## src/rtl/alu_result_fifo.sv

```systemverilog
// -----------------------------------------------------------------------------
// alu_result_fifo
//
// A small FIFO that buffers results from an 8-bit adder/subtractor stage. Each
// entry holds the two's-complement result and its signed-overflow flag. A
// sticky flag records that at least one accepted entry overflowed.
//
// Optional feature (compile-time macro):
//   ALU_RESULT_SAT_EN - when defined, an entry pushed with in_ovf=1 is stored
//                       saturated (8'h7F if in_s[7]=1, 8'h80 if in_s[7]=0).
//                       When undefined, in_s is stored unmodified.
//
// Parameters:
//   DEPTH      number of entries; power of two, 2..16
//
// Ports:
//   clk        clock; all state updates on the rising edge
//   rst        synchronous active-high reset
//   in_valid   upstream result valid this cycle
//   in_ready   FIFO can accept a result this cycle (also true when full if a
//              pop happens in the same cycle)
//   in_s       8-bit upstream sum/difference
//   in_ovf     upstream signed-overflow flag for in_s
//   out_valid  head entry available (count != 0)
//   out_ready  downstream accepts the head entry this cycle
//   out_data   head entry result
//   out_ovf    head entry overflow flag
//   count      current occupancy, 0..DEPTH
//   ovf_sticky set after any accepted entry with in_ovf=1
//   clr_sticky clears ovf_sticky (a same-cycle overflow push wins)
// -----------------------------------------------------------------------------
module alu_result_fifo #(
    parameter int DEPTH = 4
) (
    input  logic                       clk,
    input  logic                       rst,
    input  logic                       in_valid,
    output logic                       in_ready,
    input  logic [7:0]                 in_s,
    input  logic                       in_ovf,
    output logic                       out_valid,
    input  logic                       out_ready,
    output logic [7:0]                 out_data,
    output logic                       out_ovf,
    output logic [$clog2(DEPTH):0]     count,
    output logic                       ovf_sticky,
    input  logic                       clr_sticky
);

    localparam int AW = $clog2(DEPTH);
    localparam int CW = AW + 1;

    localparam logic [CW-1:0] FULL_CNT = CW'(DEPTH);
    localparam logic [AW-1:0] LAST_PTR = AW'(DEPTH - 1);

    logic [7:0]    mem_data [DEPTH];
    logic          mem_ovf  [DEPTH];

    logic [AW-1:0] wr_ptr;
    logic [AW-1:0] rd_ptr;
    logic [CW-1:0] cnt;

    logic          push;
    logic          pop;
    logic [7:0]    store_s;

    // Handshake: a full FIFO still accepts when the head leaves this cycle.
    // out_valid depends only on registered occupancy, so a push is never
    // visible downstream before the following cycle.
    always_comb begin
        out_valid = (cnt != '0);
        in_ready  = (cnt < FULL_CNT) || out_ready;
        push      = in_valid && in_ready;
        pop       = out_valid && out_ready;
    end

`ifdef ALU_RESULT_SAT_EN
    // On overflow the sign bit of the wrapped result is the opposite of the
    // true sign, so a set sign bit means a positive overflow and vice versa.
    always_comb begin
        store_s = in_s;
        if (in_ovf) begin
            store_s = in_s[7] ? 8'h7F : 8'h80;
        end
    end
`else
    always_comb begin
        store_s = in_s;
    end
`endif

    // Storage array is intentionally not reset; its contents are only
    // observed while out_valid is high.
    always_ff @(posedge clk) begin
        if (!rst && push) begin
            mem_data[wr_ptr] <= store_s;
            mem_ovf[wr_ptr]  <= in_ovf;
        end
    end

    always_ff @(posedge clk) begin
        if (rst) begin
            wr_ptr <= '0;
            rd_ptr <= '0;
            cnt    <= '0;
        end else begin
            if (push) begin
                wr_ptr <= (wr_ptr == LAST_PTR) ? '0 : wr_ptr + 1'b1;
            end
            if (pop) begin
                rd_ptr <= (rd_ptr == LAST_PTR) ? '0 : rd_ptr + 1'b1;
            end
            case ({push, pop})
                2'b10:   cnt <= cnt + 1'b1;
                2'b01:   cnt <= cnt - 1'b1;
                default: cnt <= cnt;
            endcase
        end
    end

    // A new overflow takes priority over a same-cycle clear so that the
    // event is never lost.
    always_ff @(posedge clk) begin
        if (rst) begin
            ovf_sticky <= 1'b0;
        end else if (push && in_ovf) begin
            ovf_sticky <= 1'b1;
        end else if (clr_sticky) begin
            ovf_sticky <= 1'b0;
        end
    end

    always_comb begin
        out_data = mem_data[rd_ptr];
        out_ovf  = mem_ovf[rd_ptr];
        count    = cnt;
    end

endmodule

```

## config.mk

```make
export PLATFORM = sky130hd
export DESIGN_NAME = alu_result_fifo
export DESIGN_NICKNAME = d
export VERILOG_FILES = /design/src/rtl/alu_result_fifo.sv
export SDC_FILE = /design/constraint.sdc
export NUM_CORES = 1
export LEC_CHECK = 0
export BUFFER_PORTS_ARGS = -buffer_cell sky130_fd_sc_hd__buf_2
export CAP_MARGIN = 20
export CELL_PAD_IN_SITES_DETAIL_PLACEMENT = 0
export CELL_PAD_IN_SITES_GLOBAL_PLACEMENT = 1
export CORE_MARGIN = 2
export CORE_UTILIZATION = 46
export DETAILED_ROUTE_END_ITERATION = 10
export GPL_TIMING_DRIVEN = 0
export PLACE_DENSITY_LB_ADDON = 0.1
export SKIP_LAST_GASP = 1
export SYNTH_ARGS = -nofsm -noshare
export SYNTH_HDL_FRONTEND = slang
export SYNTH_SLANG_ARGS = --single-unit
```

## constraint.sdc

```tcl
create_clock -name clk -period 2.6 [get_ports clk]
set_input_delay 0.39 -clock clk [delete_from_list [all_inputs] [get_ports clk]]
set_output_delay 0.39 -clock clk [all_outputs]
set_load 0.01 [all_outputs]
```

After elaboration in Yosys (flattened, before gate mapping)
Memories as Yosys holds them, arrays and structs flattened. A register that Yosys moved wholly into a read port is not among the register bits.
Index checks and enable logic that the tools add are counted.
- register bits after elaboration: 8
- memories kept: 2
- RAM bits: 36
- input bits: 14
- output and inout port bits: 15
- add/sub/neg operators: 4
- order comparisons: 1
- multiplexer cells: 11
- equality and inequality tests: 4
- reductions and logical operators: 9
- memories (name ; depth ; bits a word ; read ports ; clocked after memory_dff ; write ports ; line ; RTL):
    mem_data ; 4 ; 8 ; 1 ; 1 ; 1 ; 56 ; logic [7:0] mem_data [DEPTH];
    mem_ovf ; 4 ; 1 ; 1 ; 1 ; 1 ; 57 ; logic mem_ovf [DEPTH];
- operators by type and width (kind ; number):
    2-to-1 mux 2 bit ; 6
    == test 2 bit (second input constant) ; 3
    one-hot mux 3 bit (2 select lines) ; 1
    adder 2 x 1 -> 2 bit (second input constant) ; 2
    logical AND 1 bit ; 4
    2-to-1 mux 1 bit ; 4
    nonzero test 2 bit ; 2
    adder 3 x 1 -> 3 bit (second input constant) ; 1
    < comparator 3 bit (second input constant) ; 1
    nonzero test 3 bit ; 1
    subtractor 3 x 1 -> 3 bit (second input constant) ; 1
    == test 2 x 1 -> 1 bit (second input constant) ; 1
    zero test 1 bit ; 1
    logical OR 1 bit ; 1

Logic depth before layout (Yosys ltp)
- depth in word-level cells: 6
- depth in mapped cells: 9
- depth with buffers taken out: 9

Worst setup path after synthesis
Ideal clock, no wire load.
- path kind: register -> register
- start point: register cnt[2] (netlist: count[2])
- end point: register cnt[2] (netlist: count[2])
- stages on the path, launching flop included: 10
- arrival time: 2.160 ns
- slack: 0.369 ns
- library setup time: 0.071 ns
- path buffers: 0
- path through: dfxtp_1 nor2b_4 inv_1 nand2_1 ha_1 inv_1 fa_1 xor2_1 or3_2 a21oi_1
- cells in the longest elaborated chain, start to end: 5
- elaborated cells between the ends (all ways): 11
- those cells by class: add/sub (2); order compare (1); eq/ne (2); mux (1); reduce/logical (5)
- RTL lines (element ; line ; RTL):
    from (decl) ; 61 ; logic [CW-1:0] cnt;
    from (signal assigned) ; 114 ; 2'b10: cnt <= cnt + 1'b1;
    from (signal assigned) ; 115 ; 2'b01: cnt <= cnt - 1'b1;
    from (signal assigned) ; 116 ; default: cnt <= cnt;
    < comparator 3 bit * ; 72 ; in_ready = (cnt < FULL_CNT) || out_ready;
    logical OR 1 bit * ; 72 ;
    named net in_ready ; 38 ; output logic in_ready,
    logical AND 1 bit * ; 73 ; push = in_valid && in_ready;
    == test 2 x 1 -> 1 bit / == test 2 bit (equally long branches) ; 113 ; case ({push, pop})
    one-hot mux 3 bit (2 select lines) / nonzero test 2 bit (equally long branches) ; n/a ;
The timed path passes the listed nets; every way through them passes the cells marked *.
A chain may end at the register's enable or synchronous reset.

Worst setup path in the final report
- start point: register cnt[2] (netlist: count[2])
- end point: register cnt[2] (netlist: count[2])
- cells in the longest elaborated chain, start to end: 5
- elaborated cells between the ends (all ways): 11
- those cells by class: add/sub (2); order compare (1); eq/ne (2); mux (1); reduce/logical (5)
- RTL lines (element ; line):
    < comparator 3 bit ; 72
    logical OR 1 bit ; 72
    logical AND 1 bit ; 73
    == test 2 x 1 -> 1 bit / == test 2 bit (equally long branches) ; 113
    one-hot mux 3 bit (2 select lines) / nonzero test 2 bit (equally long branches) ; n/a
Parallel ways exist; a longest one is shown, timed or not.

==> run summary <==
Status -> completed
Relative slew slack -> 42.2%
Die X -> 67.0 µm
Total core area -> 3740 µm²
# IOs -> 29
Largest net degree at the start of global routing -> 14
Die area -> 4490 µm²
Setup-failing EPs final -> 0
Final Instance Area -> 2130 µm²
Syn Std Cell Area -> 1830 µm²
Worst R2R End -> count[2]$_SDFFE_PP0P_
DP Area -> 2050 µm²
Total track usage -> 15.2%
Fillers -> 328
Routability cong. -> 0.772
Sequential-to-total area share from yosys stat -> 70.1%
Setup TNS -> 0 ns
Share of cells above drive strength 1 -> 37.9%
Critical Path AT -> 2.56 ns
Total CTS buffers -> 5
Syn_nets -> 125
Avg Cell Area, Syn -> 17.6 µm²
Required time of the critical path -> 2.82 ns
Final Non-Filler Cells -> 188
Worst hold start -> in_s[4]
Clock sink total -> 46
Worst Setup Start Kind -> register
Initial Util -> 48.8%
Hold_buf cts -> 0
Clk_lat worst skew -> 0.29 ns
Max-slew violation count -> 0
Library cells used by synthesis -> 22
Clock transition at path regs -> 0.08 ns
RSZ-0062 raised after global routing -> no
# rows -> 22
Final net count -> 160
Crit-path slowest cell -> dfxtp_1
DPL Wire Length -> 1.89 mm
Most common cell on crit path -> inv_1
HP Class -> in -> reg
Worst r2r src -> count[2]$_SDFFE_PP0P_
Yosys reg bits -> 46
Final period util -> 89.9%
Hold slack -> 0.313 ns
Pwr Density -> 805 nW/µm²
Antenna violations before repair -> 0
Placed cell count -> 180
Clock Skew -> 0.00458 ns
Most common cell after layout, fill and taps aside -> edfxtp_1
Worst stage delay on the critical path -> 0.44 ns
P&R area growth vs syn -> 16.6%
Drt drc -> 0
Max-cap viol count -> 0
Htree depth -> 2
Worst Hold Endpoint -> mem_data[1][4]$_DFFE_PP_
CP Capture Type -> register
Antenna viol nets, final -> 0
Final hold viol count -> 0
DRT Wirelength -> 2.77 mm
First-pass GRT wire length -> 4.75 mm
Mapped Cells -> 104
Grt total ovfl -> 0
Max frequency -> 428 MHz
First DRT Iteration DRCs -> 47
Register area -> 1280 µm²
Drt wl/cell -> 14.7 µm
P_leak -> 0.000772 µW
Vias in the first global route -> 1002
Final Power -> 1720 µW
Crit path max fanout -> 6
Slew @ Worst Pin -> 0.863 ns
Worst vdd ir -> 470 µV
Reg2reg path depth -> 9
Setup CP Type -> reg -> reg
Min Tclk post-route -> 2.34 ns
TritonCTS clock tree -> done
IO Port Bufs -> 28
Via count -> 961
Root buf cell -> clkbuf_8
Maximum root-to-sink buffer count -> 2
Total inserted antenna cells -> 0
Die Span Y -> 67.0 µm
Commonest cells after routing, fill and taps aside -> 36 x edfxtp_1, 29 x buf_2, 10 x dfxtp_1, 9 x inv_1, 9 x mux4_2
Pre-antenna DRT Iters -> 4
Setup bufs post-CTS -> 0
Vias/cell -> 5.11
Area of the multi-input gates -> 522 µm²
Crit-path cells -> nor2b_4 -> inv_1 -> nand2_2 -> ha_1 -> inv_1 -> fa_1 -> xor2_1 -> or3_2 -> a21oi_1
Hold path depth -> 1
Synth Warn # -> 0
R2R setup slack -> 0.26 ns
-- report_power, final --
group	internal (µW)	total, µW	switching [µW]
Combinational	213	423	210
Clock	185	401	216
Sequential	851	892	41.5
-- timing repair --
action,in CTS,in global routing
setup endpoints to repair,0,1
hold endpoints to repair,0,0
gates resized for setup,0,1
-- state kept, by name (all words and copies together) (netlist names), named ones only --
| register | flops |
|---|---|
| rd_ptr | 2 |
| wr_ptr | 2 |
| mem_data | 32 |
| count | 3 |
| ovf_sticky | 1 |
| mem_ovf | 4 |
-- synth_stat cells --
master    count  share of area (%)
a21oi_1       5                1.4
a32oi_1       1               0.48
buf_2         1               0.27
clkbuf_1      2               0.41
dfxtp_1      10                 11
edfxtp_1     36                 59
fa_1          1                1.1
ha_1          6                4.1
inv_1         9                1.8
mux2i_1       1               0.55
mux4_2        9                 11
nand2_1       2               0.41
nand3_1       1               0.27
nor2_1        5                1.0
nor2b_4       1               0.75
nor3b_1       4                1.6
o21ai_0       3               0.82
o31ai_4       1                1.2
or3_1         1               0.34
or3_2         2               0.82
or4_1         1               0.41
xor2_1        2               0.96
-- logic make-up after synthesis --
family | share of synthesized area, %
DFF | 70.1
muxes | 11.6
xor gates and xnor gates | 0.959
and+or+nand+nor | 5.68
adders and majority gates | 5.21
AOI/OAI and AO/OA | 3.84
buffers and inverters | 2.53
-- metal layers --
metal  share of wire [%]  vias to the layer above  wire, µm  track usage, %
met5                   0                        -         0               0
met4                 1.6                        0        44            7.65
li1                    -                      464         -               -
met2                  48                       30      1330            26.0
met3                 6.4                        6       178            3.04
met1                  44                      461      1220            18.2
-- worst max-delay path: cells and delay by family (launching register included) --
family | cells | cell delay [ns]
AO/OA/AOI/OAI | 1 | 0.16
XOR/XNOR | 1 | 0.15
adder cells (fa/ha/maj) | 2 | 0.58
buffers and inverters | 2 | 0.15
flip-flops | 1 | 0.44
AND/OR/NAND/NOR | 3 | 0.78
-- final cells by class --
cell class                      instances  area share (%)
Buffer                                  3           0.587
Clock buffer                            6            3.41
Clock inverter                          2           0.411
Inverter                                9            1.59
Multi-Input combinational cell         46            24.5
Sequential cell                        46            60.1
Tap cell                               48            2.82
Timing Repair Buffer                   28            6.58
-- through the flow --
step	worst slack (ns)	util, %
6_report	0.264	56.9
5_1_grt	0.0750	56.9
4_1_cts	0.143	56.9
3_5_place_dp	0.154	54.7
3_3_place_gp	0.0433	54.1
2_1_floorplan	0.369	-
-- worst max-delay path by stage --
stage,start,end,slack (ns),depth (start not counted)
final,count[2]$_SDFFE_PP0P_,count[2]$_SDFFE_PP0P_,0.26,9
after global routing,count[2]$_SDFFE_PP0P_,count[2]$_SDFFE_PP0P_,0.07,9
after CTS,count[2]$_SDFFE_PP0P_,count[2]$_SDFFE_PP0P_,0.14,9
after detailed placement,out_ready,count[2]$_SDFFE_PP0P_,0.15,10
after global placement,out_ready,mem_data[2][7]$_DFFE_PP_,0.04,5
after floorplan,count[2]$_SDFFE_PP0P_,count[2]$_SDFFE_PP0P_,0.37,9
Power figures use the tool's default switching activity.
